### config.mk
export PLATFORM = sky130hd
export DESIGN_NAME = uart_matmul_ctrl
export DESIGN_NICKNAME = d
export VERILOG_FILES = /design/src/rtl/uart_matmul_ctrl.sv
export SDC_FILE = /design/constraint.sdc
export NUM_CORES = 1
export LEC_CHECK = 0
export BUFFER_PORTS_ARGS = -buffer_cell sky130_fd_sc_hd__buf_2
export CAP_MARGIN = 10
export CORE_MARGIN = 3
export CORE_UTILIZATION = 50
export CTS_CLUSTER_SIZE = 12
export DETAILED_ROUTE_END_ITERATION = 6
export PLACE_DENSITY = 0.73
export RECOVER_POWER = 25
export SETUP_SLACK_MARGIN = 0.1
export SLEW_MARGIN = 40
export SYNTH_ARGS = -nofsm -noshare
export SYNTH_HDL_FRONTEND = slang
export SYNTH_SLANG_ARGS = --single-unit
### constraint.sdc
create_clock -name clk -period 1.9 [get_ports clk]
set_input_delay 0.095 -clock clk [delete_from_list [all_inputs] [get_ports clk]]
set_output_delay 0.095 -clock clk [all_outputs]
set_load 0.01 [all_outputs]
### src/rtl/uart_matmul_ctrl.sv
// Command sequencer between a UART byte link and an N x N systolic array:
// parses framed host commands, loads operands, runs the array, streams results.
module uart_matmul_ctrl #(
  parameter int unsigned N       = 2,
  parameter int unsigned ACC_W   = 16,
  parameter int unsigned TIMEOUT = 1_000_000
) (
  input  logic                      clk,
  input  logic                      reset,
  input  logic [7:0]                rx_data,
  input  logic                      rx_done,
  output logic [7:0]                tx_data,
  output logic                      tx_start,
  input  logic                      tx_done,
  output logic                      op_wr_en,
  output logic                      op_sel,
  output logic [$clog2(N*N)-1:0]    op_addr,
  output logic [7:0]                op_data,
  output logic                      arr_start,
  input  logic                      arr_done,
  output logic [$clog2(N*N)-1:0]    res_addr,
  input  logic [ACC_W-1:0]          res_data,
  output logic                      busy,
  output logic [7:0]                err_cnt
);

  localparam int unsigned NN     = N * N;
  localparam int unsigned ADDR_W = $clog2(NN);
  localparam int unsigned CNT_W  = $clog2(2 * NN + 1);
  localparam int unsigned TMO_W  = $clog2(TIMEOUT + 1);

  typedef enum logic [3:0] {
    S_IDLE,
    S_CMD,
    S_LOAD,
    S_CHK,
    S_START,
    S_WAIT,
    S_RESP_ACK,
    S_RESP_RD,
    S_RESP_HI,
    S_RESP_LO,
    S_ERR
  } state_t;

  state_t              state_q, state_d;
  logic [7:0]          cmd_q, cmd_d;
  logic [7:0]          xor_q, xor_d;
  logic [CNT_W-1:0]    cnt_q, cnt_d;
  logic [TMO_W-1:0]    tmo_q, tmo_d;
  logic                results_valid_q, results_valid_d;
  logic                tx_sent_q, tx_sent_d;
  logic [15:0]         word_q, word_d;
  logic [7:0]          tx_data_q, tx_data_d;
  logic                tx_start_q, tx_start_d;
  logic                op_wr_en_q, op_wr_en_d;
  logic                op_sel_q, op_sel_d;
  logic [ADDR_W-1:0]   op_addr_q, op_addr_d;
  logic [7:0]          op_data_q, op_data_d;
  logic                arr_start_q, arr_start_d;
  logic [ADDR_W-1:0]   res_addr_q, res_addr_d;
  logic [7:0]          err_cnt_q, err_cnt_d;

  logic [15:0]         res_word;
  logic [7:0]          err_cnt_inc;
  logic                in_frame;
  logic                tmo_hit;
  logic                load_sel;

  assign res_word    = 16'(res_data);
  assign err_cnt_inc = (err_cnt_q == 8'hFF) ? 8'hFF : err_cnt_q + 8'd1;
  assign in_frame    = (state_q == S_CMD) || (state_q == S_LOAD) || (state_q == S_CHK);
  assign tmo_hit     = in_frame && !rx_done && (tmo_q == TMO_W'(TIMEOUT - 1));
  assign load_sel    = (cnt_q >= CNT_W'(NN));

  always_comb begin
    state_d         = state_q;
    cmd_d           = cmd_q;
    xor_d           = xor_q;
    cnt_d           = cnt_q;
    tmo_d           = tmo_q;
    results_valid_d = results_valid_q;
    tx_sent_d       = tx_sent_q;
    word_d          = word_q;
    tx_data_d       = tx_data_q;
    tx_start_d      = 1'b0;
    op_wr_en_d      = 1'b0;
    op_sel_d        = op_sel_q;
    op_addr_d       = op_addr_q;
    op_data_d       = op_data_q;
    arr_start_d     = 1'b0;
    res_addr_d      = res_addr_q;
    err_cnt_d       = err_cnt_q;

    // Inter-byte watchdog: reloads on every byte while a frame is open.
    if (in_frame) begin
      if (rx_done) tmo_d = '0;
      else if (!tmo_hit) tmo_d = tmo_q + TMO_W'(1);
    end

    case (state_q)
      S_IDLE: begin
        if (rx_done && rx_data == 8'hA5) begin
          state_d = S_CMD;
          tmo_d   = '0;
        end
      end

      S_CMD: begin
        if (rx_done) begin
          cmd_d = rx_data;
          xor_d = rx_data;
          case (rx_data)
            8'h01: begin
              state_d         = S_LOAD;
              cnt_d           = '0;
              results_valid_d = 1'b0;
            end
            8'h02:   state_d = S_CHK;
            default: state_d = S_ERR;
          endcase
        end
      end

      S_LOAD: begin
        if (rx_done) begin
          op_wr_en_d = 1'b1;
          op_sel_d   = load_sel;
          op_addr_d  = load_sel ? ADDR_W'(cnt_q - CNT_W'(NN)) : ADDR_W'(cnt_q);
          op_data_d  = rx_data;
          xor_d      = xor_q ^ rx_data;
          cnt_d      = cnt_q + CNT_W'(1);
          if (cnt_q == CNT_W'(2 * NN - 1)) state_d = S_CHK;
        end
      end

      S_CHK: begin
        if (rx_done) begin
          if (rx_data != xor_q)                        state_d = S_ERR;
          else if (cmd_q == 8'h01)                     state_d = S_START;
          else if (results_valid_q)                    state_d = S_RESP_ACK;
          else                                         state_d = S_ERR;
        end
      end

      S_START: begin
        arr_start_d = 1'b1;
        state_d     = S_WAIT;
      end

      S_WAIT: begin
        if (arr_done) begin
          results_valid_d = 1'b1;
          state_d         = S_RESP_ACK;
        end
      end

      S_RESP_ACK: begin
        if (!tx_sent_q) begin
          tx_start_d = 1'b1;
          tx_data_d  = 8'h5A;
          tx_sent_d  = 1'b1;
        end else if (tx_done) begin
          tx_sent_d  = 1'b0;
          res_addr_d = '0;
          state_d    = S_RESP_RD;
        end
      end

      // res_addr is presented for one cycle before the synchronous read returns.
      S_RESP_RD: state_d = S_RESP_HI;

      S_RESP_HI: begin
        if (!tx_sent_q) begin
          tx_start_d = 1'b1;
          tx_data_d  = res_word[15:8];
          word_d     = res_word;
          tx_sent_d  = 1'b1;
        end else if (tx_done) begin
          tx_sent_d = 1'b0;
          state_d   = S_RESP_LO;
        end
      end

      S_RESP_LO: begin
        if (!tx_sent_q) begin
          tx_start_d = 1'b1;
          tx_data_d  = word_q[7:0];
          tx_sent_d  = 1'b1;
        end else if (tx_done) begin
          tx_sent_d = 1'b0;
          if (res_addr_q == ADDR_W'(NN - 1)) begin
            state_d = S_IDLE;
          end else begin
            res_addr_d = res_addr_q + ADDR_W'(1);
            state_d    = S_RESP_RD;
          end
        end
      end

      S_ERR: begin
        if (!tx_sent_q) begin
          tx_start_d = 1'b1;
          tx_data_d  = 8'hEE;
          tx_sent_d  = 1'b1;
          err_cnt_d  = err_cnt_inc;
        end else if (tx_done) begin
          tx_sent_d = 1'b0;
          state_d   = S_IDLE;
        end
      end

      default: state_d = S_IDLE;
    endcase

    if (tmo_hit) begin
      state_d   = S_IDLE;
      err_cnt_d = err_cnt_inc;
    end
  end

  always_ff @(posedge clk or negedge reset) begin
    if (!reset) begin
      state_q         <= S_IDLE;
      cmd_q           <= '0;
      xor_q           <= '0;
      cnt_q           <= '0;
      tmo_q           <= '0;
      results_valid_q <= 1'b0;
      tx_sent_q       <= 1'b0;
      word_q          <= '0;
      tx_data_q       <= '0;
      tx_start_q      <= 1'b0;
      op_wr_en_q      <= 1'b0;
      op_sel_q        <= 1'b0;
      op_addr_q       <= '0;
      op_data_q       <= '0;
      arr_start_q     <= 1'b0;
      res_addr_q      <= '0;
      err_cnt_q       <= '0;
    end else begin
      state_q         <= state_d;
      cmd_q           <= cmd_d;
      xor_q           <= xor_d;
      cnt_q           <= cnt_d;
      tmo_q           <= tmo_d;
      results_valid_q <= results_valid_d;
      tx_sent_q       <= tx_sent_d;
      word_q          <= word_d;
      tx_data_q       <= tx_data_d;
      tx_start_q      <= tx_start_d;
      op_wr_en_q      <= op_wr_en_d;
      op_sel_q        <= op_sel_d;
      op_addr_q       <= op_addr_d;
      op_data_q       <= op_data_d;
      arr_start_q     <= arr_start_d;
      res_addr_q      <= res_addr_d;
      err_cnt_q       <= err_cnt_d;
    end
  end

  assign tx_data   = tx_data_q;
  assign tx_start  = tx_start_q;
  assign op_wr_en  = op_wr_en_q;
  assign op_sel    = op_sel_q;
  assign op_addr   = op_addr_q;
  assign op_data   = op_data_q;
  assign arr_start = arr_start_q;
  assign res_addr  = res_addr_q;
  assign busy      = (state_q != S_IDLE);
  assign err_cnt   = err_cnt_q;

endmodule

* Word-level counts from Yosys, hierarchy flattened
Index checks and enable logic that the tools add are counted.
** Word-level totals
- Word-level logic and storage cells :: 156
- Bits in registers :: 86
- Input bits :: 29
** Operators by class
- Equality and inequality tests :: 47
- Magnitude comparators :: 1
- Muxes and demuxes :: 60
- Bitwise gates (word level) :: 2
- Add/subtract/negate cells :: 5
- Reduce and logical (&&, ||, !) cells :: 24
** Operators with widths (number)
- 20-bit 2-to-1 mux :: 5
- 4-bit 2-to-1 mux :: 21
- 8-bit 2-to-1 mux :: 10
- 4-bit one-hot mux with 11 select lines :: 1
- 3-bit inequality test (second input constant) :: 13
- 8-bit one-hot mux with 4 select lines :: 1
- 2-bit inequality test (second input constant) :: 12
- 20-bit by 1-bit adder with 20-bit output (second input constant) :: 1
- 20-bit equality test (second input constant) :: 1
- 4-bit by 3-bit equality test with 1-bit output (second input constant) :: 5
- 8-bit by 1-bit equality test with 1-bit output (second input constant) :: 2
- 8-bit equality test (second input constant) :: 2
- 4-bit one-hot mux with 2 select lines :: 2
- 8-bit one-hot mux with 2 select lines :: 1
- 14-bit AND reduction :: 1
- 4-bit equality test (second input constant) :: 3
- 2-bit 2-to-1 mux :: 6
- 1-bit 2-to-1 mux :: 10
- 8-bit by 1-bit adder with 8-bit output (second input constant) :: 1
- 4-bit by 2-bit equality test with 1-bit output (second input constant) :: 2
- 8-bit by 2-bit equality test with 1-bit output (second input constant) :: 1
- 8-bit inequality test :: 1
- 2-bit AND reduction :: 4
- 4-bit AND reduction :: 2
- other kinds (23) :: 31

* Depth between registers and ports, before layout
- Depth in word-level cells :: 10
- Gate-level depth with buffers :: 9

* Worst setup path after synthesis
OpenSTA, ideal clock, no wires.
- Path type :: register -> register
- Start point :: register state_q[1]
- End point :: register tmo_q[5]
- Slack :: -0.148 ns
- Arrival :: 1.924 ns
- Cell stages (with the launch flop) :: 7
- Setup time :: 0.125 ns
- Data required time :: 1.775 ns
- Clock period less this slack :: 2.048 ns
- Path through :: dfrtp_1 -> buf_6 -> or4_4 -> nor4_4 -> a21o_1 -> nor2_1 -> mux2_2
** Between the ends
- Longest elaborated chain between the ends :: 10
** RTL lines
- from (decl) :: line 46 : state_t state_q, state_d;
- from (signal assigned) :: line 242 : state_q <= state_d;
- 4-bit by 1-bit equality test with 1-bit output or 4-bit by 2-bit equality test with 1-bit output (tied branches) :: line 72 : assign in_frame = (state_q == S_CMD) || (state_q == S_LOAD) || (state_q == S_CHK);
- 1-bit logical OR (2 in a row) :: line 72
- 1-bit logical AND (2 in a row) :: line 73 : assign tmo_hit = in_frame && !rx_done && (tmo_q == TMO_W'(TIMEOUT - 1));
- 20-bit 2-to-1 mux :: line 98 : else if (!tmo_hit) tmo_d = tmo_q + TMO_W'(1);
- 20-bit 2-to-1 mux :: line 97 : if (rx_done) tmo_d = '0;
- 20-bit 2-to-1 mux :: line 96 : if (in_frame) begin
- 20-bit 2-to-1 mux :: line 103 : if (rx_done && rx_data == 8'hA5) begin
- 20-bit 2-to-1 mux (*) :: line 101 : case (state_q)
- via tmo_d[5] :: line 50 : logic [TMO_W-1:0] tmo_q, tmo_d;
- to (signal assigned) :: line 246 : tmo_q <= tmo_d;
- to (decl) :: line 50
The timed path passes the listed nets; every way through them passes the cells marked *.
A chain may end at the register's enable or synchronous reset.

* Worst setup path after layout
- Start point :: register tmo_q[8]
- End point :: register err_cnt_q[3] (netlist: err_cnt[3])
** Between the ends
- Longest elaborated chain between the ends :: 4
** RTL lines
- 20-bit equality test (*) :: line 73
- 1-bit logical AND (*) :: line 73
- 2-bit by 1-bit inequality test with 1-bit output (no line) or 2-bit nonzero test (tied branches)
- 2-bit AND reduction (no line)
- to (signal assigned) :: line 258 : err_cnt_q <= err_cnt_d;
- to (decl) :: line 62 : logic [7:0] err_cnt_q, err_cnt_d;
Mark *: on every way between the ends. The rest lies on a longest branch, timed or not.

==> impl_metrics.env <==
export IMPL_status="finished, violations left"
export IMPL_violations="setup timing"
export IMPL_grt_max_degree=38
export IMPL_min_path_type="in2reg"
export IMPL_cp_data_required_time_ns=2.16
export IMPL_comb_power_share_pct=50.8
export IMPL_grt_use_met1_pct=29.96
export IMPL_min_period_ns=1.923
export IMPL_yosysWarnings=0
export IMPL_top_usage_layer="met2"
export IMPL_syn_area_per_cell_um2=9.082
export IMPL_cts_buffer_depth=2
export IMPL_hold_end="op_data[7]"
export IMPL_dp_cells=753
export IMPL_switchingPower_mw=3.696
export IMPL_rr_startpoint="tmo_q[8]"
export IMPL_powerDensity_nw_per_um2=1440
export IMPL_synth_edf_count=0
export IMPL_grtUsageMet2_pct=39.39
export IMPL_ys_types=58
export IMPL_dieArea_um2=10920
export IMPL_synth_cells=534
export IMPL_cts_made_buffers=9
export IMPL_die_w_um=104.5
export IMPL_hold_depth=3
export IMPL_ir_drop_v=0.0007262
export IMPL_fp_dieH_um=104.5
export IMPL_port_buffers=61
export IMPL_use_met3_pct=3.476
export IMPL_routed_wl_um=12640
export IMPL_synth_ff_type="dfrtp_1"
export IMPL_htreeDepth=3
export IMPL_viasPerCell=5.749
export IMPL_clock_latency_ns=0.36
export IMPL_avgRoutedWirePerCell_um=16.16
export IMPL_seq_area_frac_synth_pct=44.38
export IMPL_final_common_cell="dfrtp_1"
export IMPL_finalCritPeriodShare_pct=101.2
export IMPL_ios=62
export IMPL_grt_pass1_vias=4218
export IMPL_min_from="rx_data[7]"
export IMPL_grt_overflow_total=0
export IMPL_core_area_um2=9328
export IMPL_timing_rr_end="err_cnt[3]"
export IMPL_hold_violations=0
export IMPL_clkSinkCount=86
export IMPL_initial_core_util_pct=51.99
export IMPL_seqPwrFrac_pct=33.7
export IMPL_setup_violations=2
export IMPL_fin_nets=681
export IMPL_antenna_left=0
export IMPL_final_cell_mix="85 x dfrtp_1, 66 x nand2_1, 61 x buf_2, 57 x nor2_1, 52 x buf_4"
export IMPL_power_mw=9.048
export IMPL_synth_seq_cells=86
export IMPL_swShare_pct=40.85
export IMPL_worstRegToRegCells=6
export IMPL_max_freq_ghz=0.5200
export IMPL_slew_headroom_pct=40.03
export IMPL_cp_max_fo=5
export IMPL_finalNonFillerCells=782
export IMPL_grt_pass1_wl_um=20780
export IMPL_p_clk_share_pct=15.5
export IMPL_layout_setup_ws_ns=-0.02325
export IMPL_syn_to_final_growth_pct=29.54
export IMPL_tightest_slew_ns=0.8996
export IMPL_fin_skew_ns=0.01328
export IMPL_synthArstFlopShare_pct=100.0
export IMPL_p_leak_nw=2.870
export IMPL_path_clk_slew_ns=0.10
export IMPL_worstSetupEndpointType="register"
export IMPL_antenna_found_initial=0
export IMPL_first_pass_iters=5
export IMPL_cap_violations=0
export IMPL_n_antenna_cell=0
export IMPL_internal_power_mw=5.352
export IMPL_worstSetupPathType="reg2reg"
export IMPL_arrival_ns=2.18
export IMPL_hpwl_um=8753
export IMPL_reg2reg_slack_ns=-0.02
export IMPL_drc=0
export IMPL_dr_first_iter_drc_count=294
export IMPL_gp_congestion=0.9134
export IMPL_post_synth_instance_area_um2=4850
export IMPL_final_util_pct=67.35
export IMPL_setup_worst_path_start_class="register"
export IMPL_setup_tns_ns=-0.02851
export IMPL_drive_gt1_share_pct=34.00
export IMPL_rows=35
export IMPL_vias=4496
export IMPL_syn_nets=567
export IMPL_cts_root_buf="clkbuf_8"
export IMPL_cts_tree="done"
export IMPL_track_usage_pct=23.22
export IMPL_maxSlewViolCount=0
export IMPL_rsz0062_at_grt="true"
[critical path, cell delays in order, from the launching register on]
cell and delay [ns]:
dfrtp_1 0.42, nor4b_2 0.28, nand4_1 0.24, nor4_4 0.28, buf_6 0.18, o2111ai_4 0.11, mux2_4 0.32
[Yosys cell counts (4+ instances only)]
cell	n	area share, %
mux2_2	27	6.3
nand2b_1	11	1.4
a211oi_1	9	1.4
nand3_1	7	0.72
nand2_1	69	5.3
a22o_1	4	0.72
a31oi_1	12	1.5
clkbuf_1	28	2.2
xnor2_1	15	2.7
o2111ai_1	4	0.72
nor2b_1	11	1.4
a21oi_1	35	3.6
xor2_1	4	0.72
nor4b_1	6	1.1
inv_1	8	0.62
nor2_1	62	4.8
nand4_1	11	1.4
nor4_1	5	0.64
o21ai_0	25	2.6
mux2i_1	8	1.7
a21o_1	8	1.2
nand3b_1	4	0.62
and3_1	5	0.64
or3_1	5	0.64
nor3_1	13	1.3
ha_1	4	1.0
dfrtp_1	86	44
[worst max path at each step]
| stage | startpoint | depth (start not counted) | end |
|---|---|---|---|
| finish | tmo_q[8] | 6 | err_cnt[3] |
| global route | tmo_q[8] | 6 | err_cnt[3] |
| CTS | tmo_q[8] | 6 | err_cnt[5] |
| detailed placement | tmo_q[10] | 5 | tmo_q[5] |
| global placement | tmo_q[7] | 6 | state_q[1] |
| floorplan | state_q[1] | 6 | tmo_q[5] |
[through the flow]
stage	worst slack (ns)	cell area [um2]	hold slack (ns)
after floorplan	-0.1083	4892	-0.2006
after global placement	-0.03839	5689	0.08788
after detailed placement	-0.0004354	5689	0.09109
after CTS	0.03246	6038	0.03079
after global routing	-0.08373	6282	0.04843
final	-0.02325	6282	0.04412
[per-layer routing]
| metal | up-vias | part of all wire (%) |
|---|---|---|
| met4 | 0 | 2.6 |
| li1 | 2136 | - |
| met3 | 27 | 3.8 |
| met1 | 2211 | 43 |
| met2 | 122 | 50 |
| met5 | - | 0 |
[sequential cells by signal, summed over array words and instances, names as in the netlist, 8 cells and up]
register,cells
word_q,8
xor_q,8
tx_data,8
err_cnt,8
tmo_q,20
op_data,8
cmd_q,8
[cell type report]
class                   instances  area [um2]
clock buffers                  11       151.4
clock inverters                 5       65.06
fillers                       741        3045
inverters                       9       33.78
multi-input cells             407        2786
flip-flops and latches         86        2153
well taps                     129       161.4
repair buffers                135       930.9
[kinds of logic (layout without fill, tap and decap cells)]
kind of cell             Yosys count  count (layout)  share of synthesized area, %
AO/OA/AOI/OAI                    119             119                         15.69
XOR/XNOR                          19              19                         3.431
adder cells (fa/ha/maj)            4               4                         1.032
buffers and inverters             41             160                         3.405
flip-flops                        86              86                         44.38
multiplexers                      35              35                         7.921
AND/OR/NAND/NOR                  230             230                         24.15
[timing repair]
| action | CTS | global route |
|---|---|---|
| gates resized for setup | 13 | 47 |
| setup buffers | 0 | 3 |
| pin swaps | 2 | 10 |
| endpoints found under the setup margin | 31 | 32 |
| endpoints found under the hold margin | 42 | 0 |
| cloned | 0 | 1 |
| hold buffers | 9 | 0 |
[power groups by stage]
stage / clock network, mW / registers, mW / logic, mW
after floorplan: 0 / 3.02 / 2.78
after global placement: 0 / 2.99 / 4.12
after detailed placement: 0 / 3.03 / 4.25
after CTS: 1.43 / 3.00 / 4.32
after global routing: 1.52 / 3.14 / 5.05
final: 1.41 / 3.05 / 4.60
(Power assumes the default switching activity.)
